## src/rtl/seg_scan_ctrl.sv

```systemverilog
// Scan controller for a multiplexed common-anode 7-segment display.
// Double-buffered BCD digits, ghost-blanked slots, and leading-zero suppression.
module seg_scan_ctrl #(
    parameter int NUM_DIGITS = 8,
    parameter int SCAN_DIV   = 100000,
    parameter int GHOST_CYC  = 16
) (
    input  logic                    clk,
    input  logic                    rst,
    input  logic                    en,
    input  logic                    load,
    input  logic [4*NUM_DIGITS-1:0] load_data,
    input  logic                    blank_lead,
    output logic [NUM_DIGITS-1:0]   an,
    output logic [3:0]              digit_code,
    output logic                    frame_done
);

    localparam int CNT_W = (SCAN_DIV > 1) ? $clog2(SCAN_DIV) : 1;
    localparam int IDX_W = $clog2(NUM_DIGITS);
    localparam logic [CNT_W-1:0] CNT_LAST  = CNT_W'(SCAN_DIV - 1);
    localparam logic [CNT_W-1:0] CNT_GHOST = CNT_W'(GHOST_CYC);
    localparam logic [IDX_W-1:0] IDX_LAST  = IDX_W'(NUM_DIGITS - 1);

    logic [4*NUM_DIGITS-1:0] pending;
    logic [4*NUM_DIGITS-1:0] shadow;
    logic [CNT_W-1:0]        cnt;
    logic [IDX_W-1:0]        idx;
    logic [3:0]              nibs [NUM_DIGITS];
    logic [NUM_DIGITS-1:0]   blank;
    logic [NUM_DIGITS-1:0]   an_next;
    logic                    zero_run;
    logic                    boundary;

    for (genvar g = 0; g < NUM_DIGITS; g++) begin : g_nib
        assign nibs[g] = shadow[4*g+3:4*g];
    end

    // Walk from the most significant digit down; zero_run stays set while
    // every digit above and including the current one is zero.
    always_comb begin
        blank    = '0;
        zero_run = 1'b1;
        for (int i = NUM_DIGITS - 1; i >= 0; i--) begin
            zero_run = zero_run && (nibs[i] == 4'd0);
            blank[i] = (nibs[i] > 4'd9) || (blank_lead && (i != 0) && zero_run);
        end
    end

    always_comb begin
        an_next = '1;
        if (en && (cnt >= CNT_GHOST) && !blank[idx]) begin
            an_next[idx] = 1'b0;
        end
    end

    assign boundary = en && (cnt == CNT_LAST) && (idx == IDX_LAST);

    always_ff @(posedge clk) begin
        if (rst) begin
            pending    <= '0;
            shadow     <= '0;
            cnt        <= '0;
            idx        <= '0;
            an         <= '1;
            digit_code <= 4'd0;
            frame_done <= 1'b0;
        end else begin
            if (load) begin
                pending <= load_data;
            end
            // A load landing on the boundary bypasses pending so it is not lost a frame.
            if (boundary) begin
                shadow <= load ? load_data : pending;
            end
            frame_done <= boundary;

            if (!en) begin
                cnt <= '0;
                idx <= '0;
            end else if (cnt == CNT_LAST) begin
                cnt <= '0;
                idx <= (idx == IDX_LAST) ? '0 : idx + 1'b1;
            end else begin
                cnt <= cnt + 1'b1;
            end

            an         <= an_next;
            digit_code <= (nibs[idx] > 4'd9) ? 4'd0 : nibs[idx];
        end
    end

endmodule
```

## config.mk

```make
export PLATFORM = sky130hd
export DESIGN_NAME = seg_scan_ctrl
export DESIGN_NICKNAME = d
export VERILOG_FILES = /design/src/rtl/seg_scan_ctrl.sv
export SDC_FILE = /design/constraint.sdc
export NUM_CORES = 1
export LEC_CHECK = 0
export BUFFER_PORTS_ARGS = -buffer_cell sky130_fd_sc_hd__buf_2
export CORE_MARGIN = 4
export CORE_UTILIZATION = 62
export DETAILED_ROUTE_END_ITERATION = 12
export PLACE_DENSITY = 0.87
export SLEW_MARGIN = 15
export SYNTH_ARGS = -nofsm -noshare
export SYNTH_HDL_FRONTEND = slang
export SYNTH_SLANG_ARGS = --single-unit
```

## constraint.sdc

```tcl
create_clock -name clk -period 6 [get_ports clk]
set_clock_uncertainty 0.15 [all_clocks]
set_input_delay 0.6 -clock clk [delete_from_list [all_inputs] [get_ports clk]]
set_output_delay 0.6 -clock clk [all_outputs]
set_load 0.005 [all_outputs]
```

# --- Yosys cells after proc, flatten, opt, wreduce, memory -nomap -nowiden ---
# Index checks and enable logic that the tools add are counted.
totals:
  latchBits: 0
  mem_count: 0
  in_bits: 37
  rom_bits: 0
  ramBits: 0
  elab_cells: 74
  ff_bits: 97
  out_inout_bits: 13
op_classes:
  order_cmp: 13
  n_mul: 0
  bitwise: 4
  eq_ne: 2
  reduce_logical: 37
  mux: 9
  n_div: 0
  addsub: 2
  n_shift: 0
ops:
  columns: ["op", "n"]
  rows:
  - ["greater-than comparator 4 bit (second input constant)", 9]
  - ["2-to-1 mux 32 bit", 1]
  - ["zero test 4 bit", 7]
  - ["logical AND 1 bit", 18]
  - ["adder 17 x 1 -> 17 bit (second input constant)", 1]
  - ["equality test 17 bit (second input constant)", 1]
  - [">= comparator 17 x 5 -> 1 bit (second input constant)", 1]
  - ["binary-select mux 4 bit (select 3 bit)", 1]
  - ["2-to-1 mux 4 bit", 2]
  - ["inverter 8 bit", 1]
  - ["logical OR 1 bit", 7]
  - ["OR reduction 2 bit", 3]
  - [">= comparator 4 bit (second input constant)", 1]
  - ["< comparator 3 x 4 -> 1 bit (second input constant)", 1]
  - ["inverter 3 -> 4 bit", 1]
  - ["adder 3 x 1 -> 3 bit (second input constant)", 1]
  - ["binary-select mux 1 bit (select 3 bit)", 1]
  - ["demux 1 bit (select 3 bit)", 1]
  - ["equality test 3 bit (second input constant)", 1]
  - [">= comparator 3 x 1 -> 1 bit (second input constant)", 1]
  - ["2-to-1 mux 3 bit", 1]
  - ["OR reduction 3 bit", 1]
  - ["2-to-1 mux 1 bit", 2]
  - ["inverter 1 bit", 2]
  - ["zero test 1 bit", 1]

# --- Longest topological paths before layout ---
logic_depth:
  word_depth: 15
  mapped_depth: 6
  ltp_nobuf: 5

# --- Worst setup path after synthesis ---
# OpenSTA, ideal clock, no wires.
synth_timing:
  kind: "reg2reg"
  from: "register cnt[11]"
  to: "register shadow[0]"
  arrival_ps: 2283
  n_path_buf: 2
  t_required_ps: 5729
  path_slack_ps: 3446
  path_stages_with_launch: 7
  cell_sequence: "dfxtp_1 -> or4_1 -> or4_1 -> buf_6 -> nor3_4 -> buf_6 -> mux2_2"
synth_between:
  elab_chain_cells: 3
synth_rtl:
  columns: ["element", "line", "rtl"]
  rows:
  - ["start, declared", "27", "logic [CNT_W-1:0] cnt;"]
  - ["start signal, assigned", "85", "cnt <= cnt + 1'b1;"]
  - ["equality test 17 bit", "57", "assign boundary = en && (cnt == CNT_LAST) && (idx == IDX_LAST);"]
  - ["logical AND 1 bit (2 in series)", "57", null]
  - ["end signal, assigned", "74", "shadow <= load ? load_data : pending;"]
  - ["end, declared", "26", "logic [4*NUM_DIGITS-1:0] shadow;"]
# Every way passes these cells.
# A chain may end at the register's enable or synchronous reset.

# --- Worst setup path after layout ---
layout_timing:
  from: "register cnt[12]"
  to: "register shadow[14]"
# The elaborated chain is that of the path after synthesis.

==> flow_summary.ini <==
[synthesis]
synth_top_cell_by_area = dfxtp_1
yosysSeqAreaShare = 0.466
synth_top_family_by_area = multiplexers
synth_edf_count = 0
postSynthAreaPerCell_um2 = 10.1
syn-num-nets = 453
muxShareOfSynthArea = 0.203
synth_cell_types = 44
async_reset_ff_frac = 0
syn_area_um2 = 4160
yosysWarnings = 0
post_synth_xor_area_fraction = 0.0252
synthCells = 412
synth_ff_type = dfxtp_1
yosys.area.top_type_share = 0.466
synthAdderAreaFrac = 0.0120
synth-seq-cells = 97
synthTopCellsByArea = dfxtp_1 (47%), mux2i_1 (8.9%), mux2_2 (7.8%), nor2b_1 (4.8%), nor2_1 (4.8%)
synth_compound_area_frac = 0.0598
synthSimpleGateAreaFrac = 0.200

[timing]
finalCritPeriodShare = 0.544
finalCriticalPeriod_ps = 3260
relSlewSlack = 0.282
report.final.setup_viol = 0
tightestPinTransition_ps = 1070
holdWs_ps = 331
rsz0062_at_grt = no
fin_setup_tns_ps = 0
max_freq_ghz = 0.307
hold_viol_final = 0
slew_violations = 0
layout_setup_ws_ps = 2740

[setup_path]
arrival_ps = 3360
endpoint_kind = flop
cp-start-kind = flop
critPathKind = reg2reg
crit_required_ps = 6100
path_max_fanout = 19

[pwr]
ir_worst_vdd_v = 0.000158
p_leak_nw = 1.87
intPower_w = 0.000923
pwr-share-clk = 0.385
p_per_area_nw_per_um2 = 252
switching_share = 0.205
pwr-share-seq = 0.569
comb_power_share = 0.046
p_switching_w = 0.000238
total_power_w = 0.00116

[clocking]
cts_root_buf = clkbuf_8
cts_tree = built
clk_latency_ps = 360
clock-sinks = 97
cts-htree-levels = 3
numCtsBuffers = 9
ctsHoldBuffers = 0
clkTransAtPathRegs_ps = 80
postCtsSetupBuffers = 0
cts_resized = 0
cts.path.max_buffers = 2

[grt]
grt_max_degree = 71
overflow = 0
grt_pass1_vias = 2973
grt_antenna_before_repair = 0
grt_usage = 0.207
grt_first_pass_wirelength_um = 13800

[floorplanning]
fp.dieH_um = 89.9
die_x_um = 89.9
rows = 29
initial_utilization = 0.648
die-area_um2 = 8090
io_pins = 50
core_area_um2 = 6420

[layout]
area_growth_syn_to_layout_pct = 10.9
layout.nets = 493
num_antenna_cells = 0
utilization = 0.719
drive_above_1_share = 0.226

[place]
post-dp-hpwl_um = 5620
dpl_worst_slack_ps = 2750
place_congestion = 0.844
port_buffers = 49

[route]
via_count = 3063
avgRoutedWirePerCell_um = 15.2
drtPass1Iterations = 4
wl_um = 8120
drt-initial-drc-count = 250
ant_nets = 0
avgViaCountPerCell = 5.75
drc = 0

[run_status]
status = complete, no violations

[min_path]
hold_class = reg2reg

[job]
drv_cap = 0
[registers in the layout, summed over array words and instances (netlist names)]
register,cells
idx,3
cnt,17
an,8
shadow,32
frame_done,1
digit_code,4
pending,32
[worst max-delay path, cell delays in order, from the launching register on]
cell and delay [ps]:
dfxtp_1 360, or4_1 530, or4_1 710, nor3_4 650
buf_4 380, mux2_2 360
[final timing paths]
kind	from	to	slack (ps)	cells after the start
min	cnt[0]	cnt[0]	330	1
max	cnt[12]	shadow[14]	2740	5
min reg2reg	cnt[0]	cnt[0]	330	1
max reg2reg	cnt[12]	shadow[14]	2740	5
[Yosys cell counts (5+ instances only)]
cell type,count
clkbuf_1,14
mux2_2,29
xor2_1,5
nor2_1,53
nand2b_1,6
inv_1,6
nor2b_1,32
or4_1,6
nor4_1,9
o21ai_0,12
nand4_1,7
mux2i_1,37
xnor2_1,7
dfxtp_1,97
mux4_2,5
a21oi_1,9
nand2_1,13
nor3_1,5
or3_1,5
nand3_1,9
[through the flow]
step / instance area (um^2) / instances
after floorplan: 4160 / 412
after global placement: 4410 / 518
after detailed placement: 4410 / 518
after CTS: 4620 / 533
after global routing: 4620 / 533
final: 4620 / 533
[power by group through the flow]
stage,combinational (W),sequential (W),clock [W]
3_3_place_gp,0.0000516,0.000675,0
5_1_grt,0.0000606,0.000662,0.000483
6_report,0.0000538,0.000660,0.000447
2_1_floorplan,0.0000350,0.000674,0
3_5_place_dp,0.0000537,0.000676,0
4_1_cts,0.0000543,0.000661,0.000456
[layout make-up]
cell class,instances,area [um^2]
multi-input combinational,286,2080
sequential,97,1940
fill,482,1810
timing repair buffer,51,260
clock buffer,12,145
tap,77,96.3
clock inverter,3,65.1
inverter,7,26.3
[cells by family after synthesis]
logic type,Yosys count
and+or+nand+nor,157
xor gates and xnor gates,12
AOI/OAI and AO/OA,39
buffers and inverters,29
adders and majority gates,4
muxes,74
DFF,97
[layout by cell type (no fill, tap or decap), types with 10 or more instances in the layout]
cell type	count
nor2_1	53
mux2_2	29
buf_2	49
dfxtp_1	97
o21ai_0	12
mux2i_1	37
clkbuf_8	10
nand2_1	13
nor2b_1	32
[routing by layer]
layer | wire [um] | part of all wire | up-vias | GRT usage
li1 | - | - | 1529 | -
met3 | 410 | 0.050 | 21 | 0.0451
met4 | 200 | 0.025 | 0 | 0.101
met5 | 0 | 0 | - | 0
met1 | 3650 | 0.45 | 1434 | 0.258
met2 | 3870 | 0.48 | 79 | 0.342
(Power assumes the default switching activity.)
